$ cat src/rtl/gpu_pkg.sv
// Shared framebuffer definitions: command opcodes, default geometry,
// coordinate widths and the coordinate clamp helpers.
package gpu_pkg;

    localparam int XW         = 9;
    localparam int YW         = 8;
    localparam int DEF_WIDTH  = 320;
    localparam int DEF_HEIGHT = 200;

    typedef enum logic [1:0] {
        OP_NOP   = 2'b00,
        OP_READ  = 2'b01,
        OP_WRITE = 2'b10,
        OP_FILL  = 2'b11
    } op_t;

    typedef enum logic [2:0] {
        S_IDLE  = 3'd0,
        S_ISSUE = 3'd1,
        S_HOLD  = 3'd2,
        S_WAIT  = 3'd3,
        S_FIN   = 3'd4
    } seq_state_t;

    function automatic logic [XW-1:0] clamp_x(input logic [XW-1:0] v,
                                               input logic [XW-1:0] vmax);
        return (v > vmax) ? vmax : v;
    endfunction

    function automatic logic [YW-1:0] clamp_y(input logic [YW-1:0] v,
                                               input logic [YW-1:0] vmax);
        return (v > vmax) ? vmax : v;
    endfunction

endpackage

$ cat src/rtl/fill_cursor.sv
// Raster cursor over an inclusive, pre-ordered rectangle. Single pixels are
// loaded as a 1x1 rectangle so o_last is high immediately.
module fill_cursor
    import gpu_pkg::*;
(
    input  logic          clk,
    input  logic          reset,
    input  logic          i_load,
    input  logic          i_step,
    input  logic [XW-1:0] i_x0,
    input  logic [XW-1:0] i_x1,
    input  logic [YW-1:0] i_y0,
    input  logic [YW-1:0] i_y1,
    output logic [XW-1:0] o_x,
    output logic [YW-1:0] o_y,
    output logic          o_last
);

    logic [XW-1:0] r_x;
    logic [XW-1:0] r_xs;
    logic [XW-1:0] r_xe;
    logic [YW-1:0] r_y;
    logic [YW-1:0] r_ye;
    logic          w_row_end;

    assign w_row_end = (r_x == r_xe);

    always_ff @(posedge clk) begin
        if (reset) begin
            r_x  <= '0;
            r_xs <= '0;
            r_xe <= '0;
            r_y  <= '0;
            r_ye <= '0;
        end else if (i_load) begin
            r_x  <= i_x0;
            r_xs <= i_x0;
            r_xe <= i_x1;
            r_y  <= i_y0;
            r_ye <= i_y1;
        end else if (i_step) begin
            if (w_row_end) begin
                r_x <= r_xs;
                r_y <= r_y + 1'b1;
            end else begin
                r_x <= r_x + 1'b1;
            end
        end
    end

    assign o_x    = r_x;
    assign o_y    = r_y;
    assign o_last = w_row_end && (r_y == r_ye);

endmodule

$ cat src/rtl/fb_port_seq.sv
// Port-B command sequencer for the 1-bit framebuffer: single-pixel read/write
// and rectangle fill expanded into raster-order pixel writes.
//
// state | meaning
// IDLE  | ready for a command
// ISSUE | waiting for rdy_b, then strobe read_b/write_b
// HOLD  | cycle after a strobe; RAM still reports the previous rdy_b
// WAIT  | waiting for rdy_b; capture read data or strobe next fill pixel
// FIN   | done pulse; a new command may be accepted here
module fb_port_seq
    import gpu_pkg::*;
#(
    parameter int WIDTH  = DEF_WIDTH,
    parameter int HEIGHT = DEF_HEIGHT
) (
    input  logic          clk,
    input  logic          reset,
    input  logic          cmd_valid,
    output logic          cmd_ready,
    input  logic [1:0]    cmd_op,
    input  logic [XW-1:0] cmd_x0,
    input  logic [XW-1:0] cmd_x1,
    input  logic [YW-1:0] cmd_y0,
    input  logic [YW-1:0] cmd_y1,
    input  logic          cmd_color,
    output logic          done,
    output logic          rd_valid,
    output logic          rd_data,
    output logic [XW-1:0] x_b,
    output logic [YW-1:0] y_b,
    output logic          read_b,
    output logic          write_b,
    output logic          in_b,
    input  logic          rdy_b,
    input  logic          out_b
);

    localparam logic [XW-1:0] X_MAX = XW'(WIDTH - 1);
    localparam logic [YW-1:0] Y_MAX = YW'(HEIGHT - 1);

    seq_state_t    r_state;
    seq_state_t    w_next;
    op_t           r_op;
    logic          r_color;
    logic          r_pending;
    logic          r_rd_data;

    op_t           w_op_in;
    logic          w_accept;
    logic          w_fill;
    logic          w_load;
    logic          w_step;
    logic          w_last;
    logic [XW-1:0] w_cx0;
    logic [XW-1:0] w_cx1;
    logic [YW-1:0] w_cy0;
    logic [YW-1:0] w_cy1;
    logic [XW-1:0] w_lx0;
    logic [XW-1:0] w_lx1;
    logic [YW-1:0] w_ly0;
    logic [YW-1:0] w_ly1;

    assign w_op_in  = op_t'(cmd_op);
    assign w_accept = cmd_valid && cmd_ready;
    assign w_fill   = (w_op_in == OP_FILL);
    assign w_load   = w_accept && (w_op_in != OP_NOP);

    assign w_cx0 = clamp_x(cmd_x0, X_MAX);
    assign w_cx1 = clamp_x(cmd_x1, X_MAX);
    assign w_cy0 = clamp_y(cmd_y0, Y_MAX);
    assign w_cy1 = clamp_y(cmd_y1, Y_MAX);

    // Reads and writes become a 1x1 rectangle so the cursor drives every op.
    assign w_lx0 = (w_fill && (w_cx1 < w_cx0)) ? w_cx1 : w_cx0;
    assign w_lx1 = !w_fill ? w_cx0 : ((w_cx1 < w_cx0) ? w_cx0 : w_cx1);
    assign w_ly0 = (w_fill && (w_cy1 < w_cy0)) ? w_cy1 : w_cy0;
    assign w_ly1 = !w_fill ? w_cy0 : ((w_cy1 < w_cy0) ? w_cy0 : w_cy1);

    // Cursor advances during HOLD so the next pixel is on x_b/y_b by WAIT.
    assign w_step = (r_state == S_HOLD) && !w_last;

    fill_cursor u_cursor (
        .clk    (clk),
        .reset  (reset),
        .i_load (w_load),
        .i_step (w_step),
        .i_x0   (w_lx0),
        .i_x1   (w_lx1),
        .i_y0   (w_ly0),
        .i_y1   (w_ly1),
        .o_x    (x_b),
        .o_y    (y_b),
        .o_last (w_last)
    );

    always_ff @(posedge clk) begin
        if (reset) begin
            r_state <= S_IDLE;
        end else begin
            r_state <= w_next;
        end
    end

    always_ff @(posedge clk) begin
        if (reset) begin
            r_op      <= OP_NOP;
            r_color   <= 1'b0;
            r_pending <= 1'b0;
            r_rd_data <= 1'b0;
        end else begin
            if (w_accept) begin
                r_op <= w_op_in;
            end
            if (w_load) begin
                r_color <= cmd_color;
            end
            if (r_state == S_HOLD) begin
                r_pending <= !w_last;
            end
            if ((r_state == S_WAIT) && rdy_b && (r_op == OP_READ)) begin
                r_rd_data <= out_b;
            end
        end
    end

    always_comb begin
        w_next = r_state;
        case (r_state)
            S_IDLE: begin
                if (w_accept) begin
                    w_next = (w_op_in == OP_NOP) ? S_FIN : S_ISSUE;
                end
            end
            S_ISSUE: begin
                if (rdy_b) begin
                    w_next = S_HOLD;
                end
            end
            S_HOLD: begin
                w_next = S_WAIT;
            end
            S_WAIT: begin
                if (rdy_b) begin
                    w_next = r_pending ? S_HOLD : S_FIN;
                end
            end
            S_FIN: begin
                if (w_accept) begin
                    w_next = (w_op_in == OP_NOP) ? S_FIN : S_ISSUE;
                end else begin
                    w_next = S_IDLE;
                end
            end
            default: begin
                w_next = S_IDLE;
            end
        endcase
    end

    always_comb begin
        cmd_ready = 1'b0;
        done      = 1'b0;
        rd_valid  = 1'b0;
        read_b    = 1'b0;
        write_b   = 1'b0;
        case (r_state)
            S_IDLE: begin
                cmd_ready = 1'b1;
            end
            S_ISSUE: begin
                if (rdy_b) begin
                    read_b  = (r_op == OP_READ);
                    write_b = (r_op != OP_READ);
                end
            end
            S_WAIT: begin
                write_b = rdy_b && r_pending;
            end
            S_FIN: begin
                cmd_ready = 1'b1;
                done      = 1'b1;
                rd_valid  = (r_op == OP_READ);
            end
            default: begin
                cmd_ready = 1'b0;
            end
        endcase
    end

    assign in_b    = r_color;
    assign rd_data = r_rd_data;

endmodule

$ cat config.mk
export PLATFORM = sky130hd
export DESIGN_NAME = fb_port_seq
export DESIGN_NICKNAME = d
export VERILOG_FILES = /design/src/rtl/gpu_pkg.sv /design/src/rtl/fill_cursor.sv /design/src/rtl/fb_port_seq.sv
export SDC_FILE = /design/constraint.sdc
export NUM_CORES = 1
export LEC_CHECK = 0
export BUFFER_PORTS_ARGS = -buffer_cell sky130_fd_sc_hd__buf_2
export CORE_ASPECT_RATIO = 1.5
export CORE_MARGIN = 2
export CORE_UTILIZATION = 47
export CTS_BUF_LIST = sky130_fd_sc_hd__clkbuf_16
export DETAILED_ROUTE_END_ITERATION = 16
export GPL_TIMING_DRIVEN = 0
export PLACE_DENSITY = 0.69
export SYNTH_ARGS = -nofsm -noshare
export SYNTH_HDL_FRONTEND = slang
export SYNTH_SLANG_ARGS = --single-unit
$ cat constraint.sdc
create_clock -name clk -period 4.5 [get_ports clk]
set_input_delay 0.675 -clock clk [delete_from_list [all_inputs] [get_ports clk]]
set_output_delay 0.675 -clock clk [all_outputs]
set_load 0.02 [all_outputs]
==> results of run 1 <==
## where the power goes
group / switching [mW] / internal (mW)
Clock: 0.166 / 0.260
Sequential: 0.0525 / 0.498
Combinational: 0.258 / 0.159
Total: 0.477 / 0.917
## placed cells by master, fill, tap and decap left out, types with 10 or more instances in the layout
master                     Yosys  final
sky130_fd_sc_hd__a211oi_1     16     16
sky130_fd_sc_hd__a21oi_1      25     25
sky130_fd_sc_hd__buf_2         3     68
sky130_fd_sc_hd__clkbuf_1     21     21
sky130_fd_sc_hd__dfxtp_1      51     51
sky130_fd_sc_hd__ha_1         17     17
sky130_fd_sc_hd__inv_1        19     19
sky130_fd_sc_hd__mux2i_1      17     17
sky130_fd_sc_hd__nand2_1      44     44
sky130_fd_sc_hd__nand2b_1     10     10
sky130_fd_sc_hd__nor2_1       42     42
sky130_fd_sc_hd__nor3_1       14     14
sky130_fd_sc_hd__nor4_1       12     12
sky130_fd_sc_hd__o21ai_0      18     18
sky130_fd_sc_hd__xor2_1       23     23
## worst max-delay path, cell delays in order
cell	delay, ps
sky130_fd_sc_hd__buf_2	100
sky130_fd_sc_hd__o21a_1	250
sky130_fd_sc_hd__nor2_1	170
sky130_fd_sc_hd__inv_1	80
sky130_fd_sc_hd__ha_1	330
sky130_fd_sc_hd__a211oi_1	210
sky130_fd_sc_hd__o21ai_0	220
sky130_fd_sc_hd__a221oi_4	610
sky130_fd_sc_hd__mux2i_1	470
sky130_fd_sc_hd__o221a_2	260
## flip-flops by register name (all words and copies together) (netlist names), 2 cells and up
signal         cells
u_cursor.o_y       8
u_cursor.r_xe      9
r_op               2
r_state            3
u_cursor.r_xs      9
u_cursor.o_x       9
u_cursor.r_ye      8
## layer usage
| metal | GRT usage | vias up | part of all wire |
|---|---|---|---|
| li1 | - | 1768 | - |
| met1 | 0.297 | 1684 | 0.39 |
| met2 | 0.500 | 105 | 0.54 |
| met3 | 0.0339 | 17 | 0.040 |
| met4 | 0.0804 | 0 | 0.023 |
| met5 | 0 | - | 0 |
## cell type report
cell class | count | area, sq um
fill | 711 | 3100
buffer | 27 | 116
sequential | 51 | 1020
timing repair buffer | 65 | 325
clock inverter | 3 | 38.8
multi-input combinational | 347 | 2300
tap | 100 | 125
inverter | 20 | 75.1
clock buffer | 5 | 125
## logic make-up (layout without fill, tap and decap cells)
| kind of cell | after synthesis | after routing |
|---|---|---|
| flip-flops | 51 | 51 |
| AND/OR/NAND/NOR | 171 | 171 |
| AO/OA/AOI/OAI | 110 | 110 |
| adder cells (fa/ha/maj) | 17 | 17 |
| XOR/XNOR | 28 | 28 |
| buffers and inverters | 47 | 120 |
| multiplexers | 21 | 21 |
## per-stage QoR
step / utilization / worst slack, ps / cell area (sq um)
6_report: 0.572 / 1340 / 4130
5_1_grt: 0.572 / 1240 / 4130
4_1_cts: 0.572 / 1390 / 4130
3_5_place_dp: 0.549 / 1100 / 3970
3_3_place_gp: 0.549 / 1140 / 3970
2_1_floorplan: - / 1620 / 3520
## how the worst min path moves through the flow
| stage | from | to | slack [ps] | cells past startpoint |
|---|---|---|---|---|
| final | r_op[1] | r_op[1] | 450 | 2 |
| after global routing | in_b | in_b | 480 | 2 |
| after CTS | r_op[0] | r_op[0] | 460 | 2 |
| after detailed placement | r_op[0] | r_op[0] | 450 | 2 |
| after global placement | in_b | in_b | 440 | 2 |
| after floorplan | r_op[0] | r_op[0] | 430 | 2 |
==> out/summary.txt, run 1 <==
xor and xnor area share after synthesis -> 0.0698
origin of the worst setup path -> cmd_x1[7]
mean routed wirelength per cell -> 16.7 um
Die Y-Extent -> 110 um
cell depth of the worst flop-to-flop path -> 6
Hold Vio Cnt, Final -> 0
mux contribution to synthesized area -> 0.0612
iteration count of the initial detailed-routing pass -> 5
maximum vdd ir drop -> 176 uV
quantity of gates resized following cts -> 0
destination of the critical timing path -> u_cursor.o_x[0]
sequential cell area fraction in the yosys report -> 0.290
share of the cycle needed by the critical path after routing -> 0.701
worst skew pair latency -> 290 ps
# hold bufs at CTS -> 0
leakage power -> 1.76 nW
final layout net count -> 576
DIE WIDTH -> 74.6 um
clock sink count -> 51
Fmax -> 0.317 GHz
Boundary Pins -> 66
arrival time at the worst endpoint -> 3390 ps
most frequent cells after synthesis -> sky130_fd_sc_hd__dfxtp_1 (51), sky130_fd_sc_hd__nand2_1 (44), sky130_fd_sc_hd__nor2_1 (42), sky130_fd_sc_hd__a21oi_1 (25), sky130_fd_sc_hd__xor2_1 (23)
antenna violation net count after detailed routing -> 0
Post-synth ARST share -> 0
clock-pin slew reported for the worst setup and hold paths after clock tree synthesis -> 60 ps
core area -> 7230 sq um
Fin Clk Skew -> 5.60 ps
min-delay worst type -> flop to flop
FF+latch count, synth -> 51
full die area -> 8200 sq um
critical path peak fanout -> 9
synth-to-layout area growth -> 17.5%
fraction of final layout cells with drive strength greater than 1 -> 0.189
Post-synth top flop -> sky130_fd_sc_hd__dfxtp_1
overall via count from detail_route -> 3,574
number of library cell types mapped by synthesis -> 56
initial antenna violation count -> 0
most area-hungry cell type in the Yosys netlist -> sky130_fd_sc_hd__dfxtp_1
Synth Area in Simple Gates -> 0.244
vias in the first global route -> 3,518
CTS root buffer -> sky130_fd_sc_hd__clkbuf_16
count of H-tree levels built during CTS -> 2
number of buffers inserted to repair setup after CTS -> 0
overall track demand over capacity in global routing -> 0.264
largest family of logic cells by synthesized area -> simple AND/OR/NAND/NOR gates
kind of end point of the critical path -> flop
starting DRC count in detailed routing -> 176
leading cell type by number of instances after synthesis -> sky130_fd_sc_hd__dfxtp_1
most area-consuming cells after synthesis -> sky130_fd_sc_hd__dfxtp_1 (29%), sky130_fd_sc_hd__ha_1 (6.0%), sky130_fd_sc_hd__xor2_1 (5.7%), sky130_fd_sc_hd__mux2i_1 (4.8%), sky130_fd_sc_hd__nand2_1 (4.7%)
detailed-route DRC error count -> 0
Cell Count Post-Placement -> 610
number of enable-type register cells in the synthesized netlist -> 0
synth warn -> 0
startpoint class of the critical path -> input pin
synthesized net count -> 504
Synth Area per Inst -> 7.90 sq um
fraction of post-synthesis cell area in the top cell type by area -> 0.290
sum of routed wire length over all layers -> 10,300 um
CTS tree -> yes
normalized max-slew margin -> 0.523
maximum number of pins on one net before global-route repair -> 16
transition at the pin with the smallest max-transition slack -> 710 ps
Std-Cell Rows -> 38
Worst R2R End -> u_cursor.o_x[7]
Netlist Area Pre-Place -> 3520 sq um
final weighted congestion in routability-driven placement -> 0.881
detail-routed via count per cell -> 5.78
Antenna diodes -> 0
# setup viols final -> 0
power density cells -> 337 nW/um^2
final standard cell count with taps included and fillers excluded -> 618
startpoint of the most critical register-to-register path -> r_state[1]
detailed-placement wirelength estimate -> 8180 um
aggregate negative setup slack -> 0 ps
status -> complete, no violations
compound-gate portion of the synthesized area -> 0.220
Required @ worst endpoint -> 4730 ps
register-to-register setup slack -> 2170 ps
total power -> 1.39 mW
wire length of the first global-routing pass -> 16,700 um
post-synthesis adder-cell area fraction -> 0.0605
min cycle time layout -> 3160 ps
number of buffers added by the clock tree synthesis step -> 5
total of max-cap violations -> 0
GR Overflow Total -> 0
setup repair after global routing missed its margin -> no
maximum count of clock buffers along a single path -> 2
critical path class -> input pin to flop
Post-Route Hold Slack -> 454 ps
Initial Util -> 0.486
Port Buffer Count -> 65
Slew Limit Fails -> 0
gate count of the mapped netlist -> 445
Note: power is estimated with default switching activity, not from simulation.
==> inputs of run 2 (changes only) <==
Settings changed: PLACE_DENSITY 0.69 to 0.72.
Clock period 4.5 ns to 2.58 ns, I/O delays scaled along.
==> run 2 against run 1 <==
Compared with the run above: register-to-register slack worse by 1900 ps; sequential power is 75% higher; largest power group unchanged; critical path depth is 1 higher; via count is 1.2% higher; first-iteration DRC count is 15% higher; final area is 5.1% higher.
==> out/summary.txt, run 2 (same netlist as run 1, synthesis figures left out) <==
status -> complete, no violations
maximum vdd ir drop -> 453 uV (+160%)
Fmax -> 0.388 GHz
Boundary Pins -> 66 (unchanged)
overall track demand over capacity in global routing -> 0.267 (+0.00309)
Hold Vio Cnt, Final -> 0 (unchanged)
share of the core filled with cells -> 0.601 (+0.0291)
share of the cycle needed by the critical path after routing -> 0.999
CTS root buffer -> sky130_fd_sc_hd__clkbuf_16
antenna violation net count after detailed routing -> 0 (unchanged)
Required @ worst endpoint -> 2820 ps (-1910 ps)
clock-pin slew reported for the worst setup and hold paths after clock tree synthesis -> 70 ps (about the same)
Port Buffer Count -> 65 (unchanged)
Antenna diodes -> 0 (unchanged)
CTS tree -> yes
# setup viols final -> 0 (unchanged)
iteration count of the initial detailed-routing pass -> 5 (unchanged)
synth-to-layout area growth -> 23.5%
mean routed wirelength per cell -> 17.1 um (+2.7%)
Std-Cell Rows -> 38 (unchanged)
count of H-tree levels built during CTS -> 2 (unchanged)
final layout net count -> 582 (+1.0%)
# hold bufs at CTS -> 0 (unchanged)
aggregate negative setup slack -> 0 ps (unchanged)
power density cells -> 578 nW/um^2 (+71%)
arrival time at the worst endpoint -> 2820 ps (-570 ps)
normalized max-slew margin -> 0.546 (+0.0228)
kind of end point of the critical path -> flop
min-delay worst type -> input pin to flop
overall via count from detail_route -> 3,618 (+1.2%)
starting DRC count in detailed routing -> 203 (+15%)
maximum count of clock buffers along a single path -> 2 (unchanged)
maximum number of pins on one net before global-route repair -> 17 (+1)
Fin Clk Skew -> 7.51 ps (+1.91 ps)
Cell Count Post-Placement -> 610 (unchanged)
Slew Limit Fails -> 0 (unchanged)
fraction of final layout cells with drive strength greater than 1 -> 0.250 (+0.0608)
worst skew pair latency -> 290 ps (about the same)
sum of routed wire length over all layers -> 10,700 um (+3.7%)
clock sink count -> 51 (unchanged)
GR Overflow Total -> 0 (unchanged)
critical path peak fanout -> 8 (-1)
transition at the pin with the smallest max-transition slack -> 681 ps (-28.7 ps)
number of buffers added by the clock tree synthesis step -> 5 (unchanged)
most frequent cells in the layout -> sky130_fd_sc_hd__buf_2 (68), sky130_fd_sc_hd__dfxtp_1 (51), sky130_fd_sc_hd__nand2_1 (43), sky130_fd_sc_hd__nor2_1 (34), sky130_fd_sc_hd__a21oi_1 (24)
initial antenna violation count -> 0 (unchanged)
detailed-placement wirelength estimate -> 7990 um (-2.4%)
startpoint class of the critical path -> input pin
core area -> 7230 sq um (unchanged)
Post-Route Hold Slack -> 319 ps (-135 ps)
detail-routed via count per cell -> 5.80 (+0.26%)
fin worst setup slack -> 2.75 ps (-1340 ps)
final standard cell count with taps included and fillers excluded -> 624 (+0.97%)
Initial Util -> 0.486 (unchanged)
leakage power -> 1.83 nW (+4.2%)
dpl ws -> -524 ps (-1630 ps)
setup repair after global routing missed its margin -> yes
Die Y-Extent -> 110 um (unchanged)
full die area -> 8200 sq um (unchanged)
filler cell count in the final layout -> 726 (+2.1%)
wire length of the first global-routing pass -> 16,800 um (+0.33%)
DIE WIDTH -> 74.6 um (unchanged)
vias in the first global route -> 3,580 (+1.8%)
critical path class -> input pin to flop
min cycle time layout -> 2580 ps
detailed-route DRC error count -> 0 (unchanged)
total of max-cap violations -> 0 (unchanged)
most common cell after layout, fill and taps aside -> sky130_fd_sc_hd__buf_2
final weighted congestion in routability-driven placement -> 0.875 (-0.73%)
run 2: worst paths after layout:
| kind | slack, ps | start | depth (start not counted) | endpoint |
|---|---|---|---|---|
| worst max register to register | 260 | r_state[1] | 5 | u_cursor.r_xe[8] |
| worst max-delay path | 3 | cmd_x1[7] | 11 | u_cursor.o_x[2] |
| worst min-delay path | 320 | out_b | 3 | rd_data |
| worst min register to register | 450 | in_b | 2 | in_b |
run 2: area by class of cell:
cell class	count	area (sq um)	share of cell area
clock inverters	3	43.8	0.0101
well taps	100	125	0.0288
multi-input cells	347	2440	0.562
repair buffers	72	398	0.0917
plain buffers	26	114	0.0262
flip-flops and latches	51	1020	0.235
inverters	20	75.1	0.0173
clock buffers	5	125	0.0288
run 2: timing repair:
action | 4_1_cts | 5_1_grt
pin swaps | 4 | 9
setup endpoints to repair | 36 | 41
setup buffers | 6 | 1
hold endpoints to repair | 0 | 0
gates resized for setup | 10 | 27
run 2: power breakdown:
| part | internal, mW | total, mW | switching (mW) |
|---|---|---|---|
| Sequential | 0.869 | 0.962 | 0.0938 |
| Clock | 0.458 | 0.762 | 0.304 |
| Combinational | 0.309 | 0.785 | 0.476 |
run 2: layer usage:
metal  up-vias  GRT usage  share of wire
li1       1788          -              -
met1      1686      0.297           0.39
met2       108      0.477           0.51
met3        36     0.0339          0.039
met4         0      0.147          0.056
met5         -          0              0
run 2: worst max-delay path, cell delays in order:
cell and delay [ps]:
sky130_fd_sc_hd__buf_2 110, sky130_fd_sc_hd__o21a_2 270, sky130_fd_sc_hd__nor2_2 140, sky130_fd_sc_hd__inv_1 80
sky130_fd_sc_hd__ha_1 340, sky130_fd_sc_hd__a211oi_2 250, sky130_fd_sc_hd__o21ai_2 110, sky130_fd_sc_hd__a221oi_4 350
sky130_fd_sc_hd__buf_12 180, sky130_fd_sc_hd__mux2i_1 350, sky130_fd_sc_hd__o221a_2 240
run 2: per-stage QoR:
step | power [mW] | cell area [sq um]
detailed placement | 1.69 | 3970
floorplan | 1.46 | 3520
global placement | 1.68 | 3970
global route | 2.63 | 4340
finish | 2.51 | 4340
CTS | 2.47 | 4220
